File: src/rtl/mem_port_arbiter_if.sv
// rtl/mem_port_arbiter_if.sv - Requester, shared-memory and status signals of mem_port_arbiter
interface mem_port_arbiter_if #(
  parameter int AW = 32,
  parameter int DW = 32
);
  logic          if_req;
  logic [AW-1:0] if_addr;
  logic [DW-1:0] if_rdata;
  logic          if_done;
  logic          d_req;
  logic          d_we;
  logic [AW-1:0] d_addr;
  logic [DW-1:0] d_wdata;
  logic [DW-1:0] d_rdata;
  logic          d_done;
  logic          m_valid;
  logic          m_we;
  logic [AW-1:0] m_addr;
  logic [DW-1:0] m_wdata;
  logic          m_ready;
  logic [DW-1:0] m_rdata;
  logic          stall_if;
  logic          stall_d;
  logic          err;

  modport master (
    input  if_req, if_addr, d_req, d_we, d_addr, d_wdata, m_ready, m_rdata,
    output if_rdata, if_done, d_rdata, d_done, m_valid, m_we, m_addr, m_wdata,
           stall_if, stall_d, err
  );

  modport slave (
    output if_req, if_addr, d_req, d_we, d_addr, d_wdata, m_ready, m_rdata,
    input  if_rdata, if_done, d_rdata, d_done, m_valid, m_we, m_addr, m_wdata,
           stall_if, stall_d, err
  );
endinterface

File: src/rtl/mem_port_arbiter.sv
// rtl/mem_port_arbiter.sv - Fetch/data arbiter onto one memory port with watchdog
// Optional macro ARB_ROUND_ROBIN_EN: alternate grants on simultaneous requests.
module mem_port_arbiter #(
  parameter int AW      = 32,
  parameter int DW      = 32,
  parameter int TIMEOUT = 64
) (
  input  logic               clk,
  input  logic               rst_n,
  mem_port_arbiter_if.master bus
);
  localparam int            CW     = (TIMEOUT > 0) ? $clog2(TIMEOUT + 1) : 1;
  localparam logic [CW-1:0] TO_VAL = CW'(TIMEOUT);
  localparam logic [DW-1:0] NOP    = DW'(32'h0000_0013);

  typedef enum logic [1:0] {IDLE, FETCH, DATA} state_t;

  state_t        state, state_nxt;
  logic [AW-1:0] hold_addr, hold_addr_nxt;
  logic [DW-1:0] hold_wdata, hold_wdata_nxt;
  logic          hold_we, hold_we_nxt;
  logic [CW-1:0] wait_cnt, wait_cnt_nxt;
  logic          err_q, err_nxt;
  logic          grant_d, grant_any;
  logic          complete, abort, if_done, d_done;

  assign grant_any = bus.d_req | bus.if_req;

`ifdef ARB_ROUND_ROBIN_EN
  // last_d=0 after reset so the first tie goes to the data port
  logic last_d;
  assign grant_d = bus.d_req & (~bus.if_req | ~last_d);

  always_ff @(posedge clk or negedge rst_n) begin
    if (!rst_n) begin
      last_d <= 1'b0;
    end else if (state == IDLE && grant_any) begin
      last_d <= grant_d;
    end
  end
`else
  assign grant_d = bus.d_req;
`endif

  always_ff @(posedge clk or negedge rst_n) begin
    if (!rst_n) begin
      state      <= IDLE;
      hold_addr  <= '0;
      hold_wdata <= '0;
      hold_we    <= 1'b0;
      wait_cnt   <= '0;
      err_q      <= 1'b0;
    end else begin
      state      <= state_nxt;
      hold_addr  <= hold_addr_nxt;
      hold_wdata <= hold_wdata_nxt;
      hold_we    <= hold_we_nxt;
      wait_cnt   <= wait_cnt_nxt;
      err_q      <= err_nxt;
    end
  end

  always_comb begin
    state_nxt      = state;
    hold_addr_nxt  = hold_addr;
    hold_wdata_nxt = hold_wdata;
    hold_we_nxt    = hold_we;
    wait_cnt_nxt   = wait_cnt;
    err_nxt        = err_q;
    complete       = 1'b0;
    abort          = 1'b0;
    unique case (state)
      IDLE: begin
        if (grant_any) begin
          state_nxt      = grant_d ? DATA : FETCH;
          hold_addr_nxt  = grant_d ? bus.d_addr : bus.if_addr;
          hold_wdata_nxt = grant_d ? bus.d_wdata : '0;
          hold_we_nxt    = grant_d & bus.d_we;
          wait_cnt_nxt   = '0;
        end
      end
      FETCH, DATA: begin
        complete = bus.m_ready;
        // a late m_ready in the abort cycle still wins over the watchdog
        abort    = (TIMEOUT > 0) && !bus.m_ready && (wait_cnt == TO_VAL);
        if (complete || abort) begin
          state_nxt = IDLE;
        end else if (wait_cnt != '1) begin
          wait_cnt_nxt = wait_cnt + CW'(1);
        end
        if (abort) begin
          err_nxt = 1'b1;
        end
      end
      default: state_nxt = IDLE;
    endcase
  end

  assign if_done      = (state == FETCH) && (complete || abort);
  assign d_done       = (state == DATA) && (complete || abort);

  assign bus.m_valid  = (state != IDLE);
  assign bus.m_we     = hold_we;
  assign bus.m_addr   = hold_addr;
  assign bus.m_wdata  = hold_wdata;
  assign bus.if_done  = if_done;
  assign bus.d_done   = d_done;
  assign bus.if_rdata = !if_done ? '0 : (complete ? bus.m_rdata : NOP);
  assign bus.d_rdata  = (d_done && complete) ? bus.m_rdata : '0;
  assign bus.stall_if = bus.if_req & ~if_done;
  assign bus.stall_d  = bus.d_req & ~d_done;
  assign bus.err      = err_q;
endmodule

File: src/flat_wrapper.sv
// flat-port wrapper written by rule: the top's interface ports become plain ports
module mem_port_arbiter_flat 
#(
  parameter int AW      = 32,
  parameter int DW      = 32,
  parameter int TIMEOUT = 64
)
  (clk, rst_n, bus_if_req, bus_if_addr, bus_d_req, bus_d_we, bus_d_addr, bus_d_wdata, bus_m_ready, bus_m_rdata, bus_if_rdata, bus_if_done, bus_d_rdata, bus_d_done, bus_m_valid, bus_m_we, bus_m_addr, bus_m_wdata, bus_stall_if, bus_stall_d, bus_err);
  mem_port_arbiter_if #(.AW(AW), .DW(DW)) bus_i ();
  input  logic clk;
  input  logic rst_n;
  input wire logic [$bits(bus_i.if_req)-1:0] bus_if_req;
  input wire logic [$bits(bus_i.if_addr)-1:0] bus_if_addr;
  input wire logic [$bits(bus_i.d_req)-1:0] bus_d_req;
  input wire logic [$bits(bus_i.d_we)-1:0] bus_d_we;
  input wire logic [$bits(bus_i.d_addr)-1:0] bus_d_addr;
  input wire logic [$bits(bus_i.d_wdata)-1:0] bus_d_wdata;
  input wire logic [$bits(bus_i.m_ready)-1:0] bus_m_ready;
  input wire logic [$bits(bus_i.m_rdata)-1:0] bus_m_rdata;
  output wire logic [$bits(bus_i.if_rdata)-1:0] bus_if_rdata;
  output wire logic [$bits(bus_i.if_done)-1:0] bus_if_done;
  output wire logic [$bits(bus_i.d_rdata)-1:0] bus_d_rdata;
  output wire logic [$bits(bus_i.d_done)-1:0] bus_d_done;
  output wire logic [$bits(bus_i.m_valid)-1:0] bus_m_valid;
  output wire logic [$bits(bus_i.m_we)-1:0] bus_m_we;
  output wire logic [$bits(bus_i.m_addr)-1:0] bus_m_addr;
  output wire logic [$bits(bus_i.m_wdata)-1:0] bus_m_wdata;
  output wire logic [$bits(bus_i.stall_if)-1:0] bus_stall_if;
  output wire logic [$bits(bus_i.stall_d)-1:0] bus_stall_d;
  output wire logic [$bits(bus_i.err)-1:0] bus_err;
  assign bus_i.if_req = bus_if_req;
  assign bus_i.if_addr = bus_if_addr;
  assign bus_i.d_req = bus_d_req;
  assign bus_i.d_we = bus_d_we;
  assign bus_i.d_addr = bus_d_addr;
  assign bus_i.d_wdata = bus_d_wdata;
  assign bus_i.m_ready = bus_m_ready;
  assign bus_i.m_rdata = bus_m_rdata;
  assign bus_if_rdata = bus_i.if_rdata;
  assign bus_if_done = bus_i.if_done;
  assign bus_d_rdata = bus_i.d_rdata;
  assign bus_d_done = bus_i.d_done;
  assign bus_m_valid = bus_i.m_valid;
  assign bus_m_we = bus_i.m_we;
  assign bus_m_addr = bus_i.m_addr;
  assign bus_m_wdata = bus_i.m_wdata;
  assign bus_stall_if = bus_i.stall_if;
  assign bus_stall_d = bus_i.stall_d;
  assign bus_err = bus_i.err;
  mem_port_arbiter #(.AW(AW), .DW(DW), .TIMEOUT(TIMEOUT)) u_core (.clk(clk), .rst_n(rst_n), .bus(bus_i));
endmodule
File: config.mk
export PLATFORM = sky130hd
export DESIGN_NAME = mem_port_arbiter_flat
export DESIGN_NICKNAME = d
export VERILOG_FILES = /design/src/rtl/mem_port_arbiter_if.sv /design/src/rtl/mem_port_arbiter.sv /design/src/flat_wrapper.sv
export SDC_FILE = /design/constraint.sdc
export NUM_CORES = 1
export LEC_CHECK = 0
export BUFFER_PORTS_ARGS = -buffer_cell sky130_fd_sc_hd__buf_2
export CAP_MARGIN = 15
export CORE_AREA = 2 2 104 106
export CTS_CLUSTER_SIZE = 20
export DETAILED_ROUTE_END_ITERATION = 8
export DIE_AREA = 0 0 106 108
export GPL_ROUTABILITY_DRIVEN = 0
export PLACE_DENSITY = 0.73
export SETUP_SLACK_MARGIN = 0.1
export SYNTH_ARGS = -nofsm -noshare
export SYNTH_HDL_FRONTEND = slang
export SYNTH_SLANG_ARGS = --single-unit
File: constraint.sdc
create_clock -name clk -period 3.62 [get_ports clk]
set_clock_uncertainty 0.15 [all_clocks]
set_input_delay 0 -clock clk [delete_from_list [all_inputs] [get_ports clk]]
set_output_delay 0 -clock clk [all_outputs]
set_load 0.01 [all_outputs]
==> impl_metrics.py <==
metrics = {
    "yosys": {
        "synth.top_cell.area_share_pct": 49.4,
        "synth_cells": 374,
        "synth_largest_area_cell": "dfrtp_1",
        "ys_ff_latch": 75,
        "synth-edff-count": 0,
        "yosysMostFrequentCell": "dfrtp_1",
        "synthesis.area_mm2": 0.00380,
        "ys_warn_count": 0,
        "seq_area_frac_synth_pct": 49.4,
        "synth_cell_types": 37,
        "ys_async_sr_fraction_pct": 100,
        "ys_top_cells_by_area": "dfrtp_1 49%, and2_1 10%, mux2i_1 8.4%, a22o_1 7.8%, o21ai_0 4.7%",
        "synth_commonest_cells": "75 x dfrtp_1, 61 x and2_1, 45 x nand2_1, 36 x o21ai_0, 34 x a22o_1",
        "syn_nets": 513,
        "synth_flop_cell": "dfrtp_1",
        "synth_area_per_cell_um2": 10.2,
    },
    "power": {
        "p_per_area_mw_per_mm2": 601,
        "ir_worst_vdd_v": 0.000344,
        "p_leak_nw": 3.48,
    },
    "drt": {
        "drt-initial-drc-count": 184,
        "num_vias": 4226,
        "antenna_left": 0,
        "wl_per_cell_um": 15.3,
        "wl_mm": 13.3,
        "routed_via_density": 4.87,
        "drc": 0,
        "dr.pass1.iters": 5,
    },
    "timing": {
        "tightest_slew_ps": 1110,
        "period_share_pct": 74.3,
        "fin_setup_tns_ps": 0,
        "setup_viol": 0,
        "final_max_slew_viol_count": 0,
        "hold_violations": 0,
        "rsz0062_at_grt": "false",
        "fin_crit_ps": 2690,
        "timing.fmax_ghz": 0.372,
        "relSlewSlack_pct": 25.9,
    },
    "floorplanning": {
        "initial_core_util_pct": 37.2,
        "die_y_um": 108,
        "rows": 37,
        "fp.coreArea_mm2": 0.0102,
        "dieArea_mm2": 0.0114,
        "ioPinCount": 269,
        "die_w_um": 106,
    },
    "clocking": {
        "cts.clk_slew.worst_paths_ps": 80,
        "clockBufferDepth": 2,
        "cts_max_level": 3,
        "cts_setup_buffers": 0,
        "clkLatencyLatePin_ps": 330,
        "postCtsHoldBufs": 100,
        "cts_buffers": 9,
        "cts.sinks": 75,
        "cts_root_buffer": "clkbuf_8",
        "ctsResizeCount": 0,
        "tritoncts": "built",
    },
    "setup_path": {
        "arrival_ps": 2540,
        "crit_path_cell_trace": "inv_1 > ha_1 > and3_1 > and2_1 > buf_2",
        "worstPathRequired_ps": 3470,
        "cpMaxStageDelayCell": "and3_1",
        "slowest_delay_ps": 780,
        "worst_r2r_startpoint": "u_core.state[0]",
        "startpoint_type": "flop",
        "crit_type": "reg -> out",
        "critical_path.endpoint_type": "output port",
        "setup.worst_path.start": "u_core.state[0]",
        "critPathMaxFanout": 32,
        "crit_buf_inv": 2,
        "crit_family": "simple AND/OR/NAND/NOR gates",
    },
    "cells_and_area": {
        "layout-drive-gt1-share_pct": 39.8,
        "regArea_mm2": 0.00188,
        "multiInputGateArea_mm2": 0.00178,
        "fin_area_mm2": 0.00641,
        "syn_to_final_growth_pct": 68.5,
        "nets": 867,
        "nFillCells": 837,
    },
    "placed_design": {
        "dpl_cell_area_mm2": 0.00522,
        "io_buffer_count": 268,
        "dpl.hpwl_mm": 8.55,
    },
    "grt": {
        "grt_max_degree": 76,
        "grt_pass1_vias": 4303,
        "antenna_found_initial": 1,
        "track_usage_pct": 22.6,
        "grt_pass1_wl_mm": 20.5,
        "grt_remaining_overflow": 0,
    },
    "run_status": {
        "status": "completed",
    },
    "job": {
        "drv_cap": 0,
    },
    "worst_hold_path": {
        "hold_path_class": "in -> out",
        "hold_start": "bus_m_rdata[22]",
    },
}
[cell usage in the layout (no fill, tap or decap), types with 3 or more instances in the layout]
master,instances
ha_1,5
nand4_1,4
o211ai_1,3
and3_1,5
clkbuf_8,9
dlygate4sd3_1,100
and2_1,61
o21ai_0,36
dfrtp_1,75
nor2_1,4
buf_2,267
buf_4,4
a22o_1,34
o21a_1,3
o311ai_0,5
nor2_2,3
mux2i_1,32
inv_1,8
nand2_1,45
[per-layer routing]
layer	global-route usage, %	up-vias	share of wire [%]
met2	43.1	206	54
li1	-	2023	-
met5	0	-	0
met4	8.74	0	2.6
met3	5.30	24	6.8
met1	24.1	1973	37
[sequential cells by signal, indices dropped and copies added (netlist names)]
signal,cells
u_core.bus.m_wdata,32
u_core.state,2
u_core.bus.m_addr,32
u_core.wait_cnt,7
u_core.bus.m_we,1
u_core.bus.err,1
[through the flow]
stage          utilization [%]  setup slack (ps)  hold slack, ps  cells  total power, mW
2_1_floorplan                -              1750            -446    374             2.41
3_3_place_gp              51.0              1400            50.0    753             3.07
3_5_place_dp              51.0              1300            65.6    753             3.12
4_1_cts                   62.6               897             145    867             3.85
5_1_grt                   62.6               710             162    868             4.12
6_report                  62.6               931             144    868             3.85
[where the power goes]
| group | switching (mW) | internal [mW] | leakage (nW) |
|---|---|---|---|
| Sequential | 0.232 | 1.22 | 0.948 |
| Clock | 0.317 | 0.310 | 0.0909 |
| Combinational | 0.989 | 0.782 | 2.44 |
| Total | 1.54 | 2.32 | 3.48 |
[worst paths after layout]
kind	to	slack (ps)	depth (start not counted)
max	bus_d_rdata[24]	930	5
min	bus_if_rdata[22]	140	3
max reg2reg	u_core.wait_cnt[5]	1280	6
min reg2reg	u_core.bus.m_addr[3]	330	2
max in group asynchronous	u_core.bus.m_wdata[23]	2470	2
min in group asynchronous	u_core.bus.m_addr[21]	220	2
[cell families after synthesis]
family / Yosys count / share of synthesized area [%]
AO/OA/AOI/OAI: 93 / 17.7
flip-flops: 75 / 49.4
buffers and inverters: 36 / 4.11
AND/OR/NAND/NOR: 133 / 18.8
adder cells (fa/ha/maj): 5 / 1.65
multiplexers: 32 / 8.42
[worst reg2reg max path, delay by kind of cell (launching register included)]
kind | cells | cell delay, ps
AO/OA/AOI/OAI | 3 | 840
adder cells (fa/ha/maj) | 1 | 590
flip-flops | 1 | 390
AND/OR/NAND/NOR | 1 | 170
buffers and inverters | 1 | 80
[layout make-up]
class	instances	share of cell area (%)
diodes	1	0.0391
clock buffers	9	1.93
clock inverters	5	0.879
inverters	8	0.469
multi-input cells	263	27.8
flip-flops and latches	75	29.3
well taps	136	2.66
repair buffers	371	37.0
No activity file was read; power rests on OpenSTA's default activity.
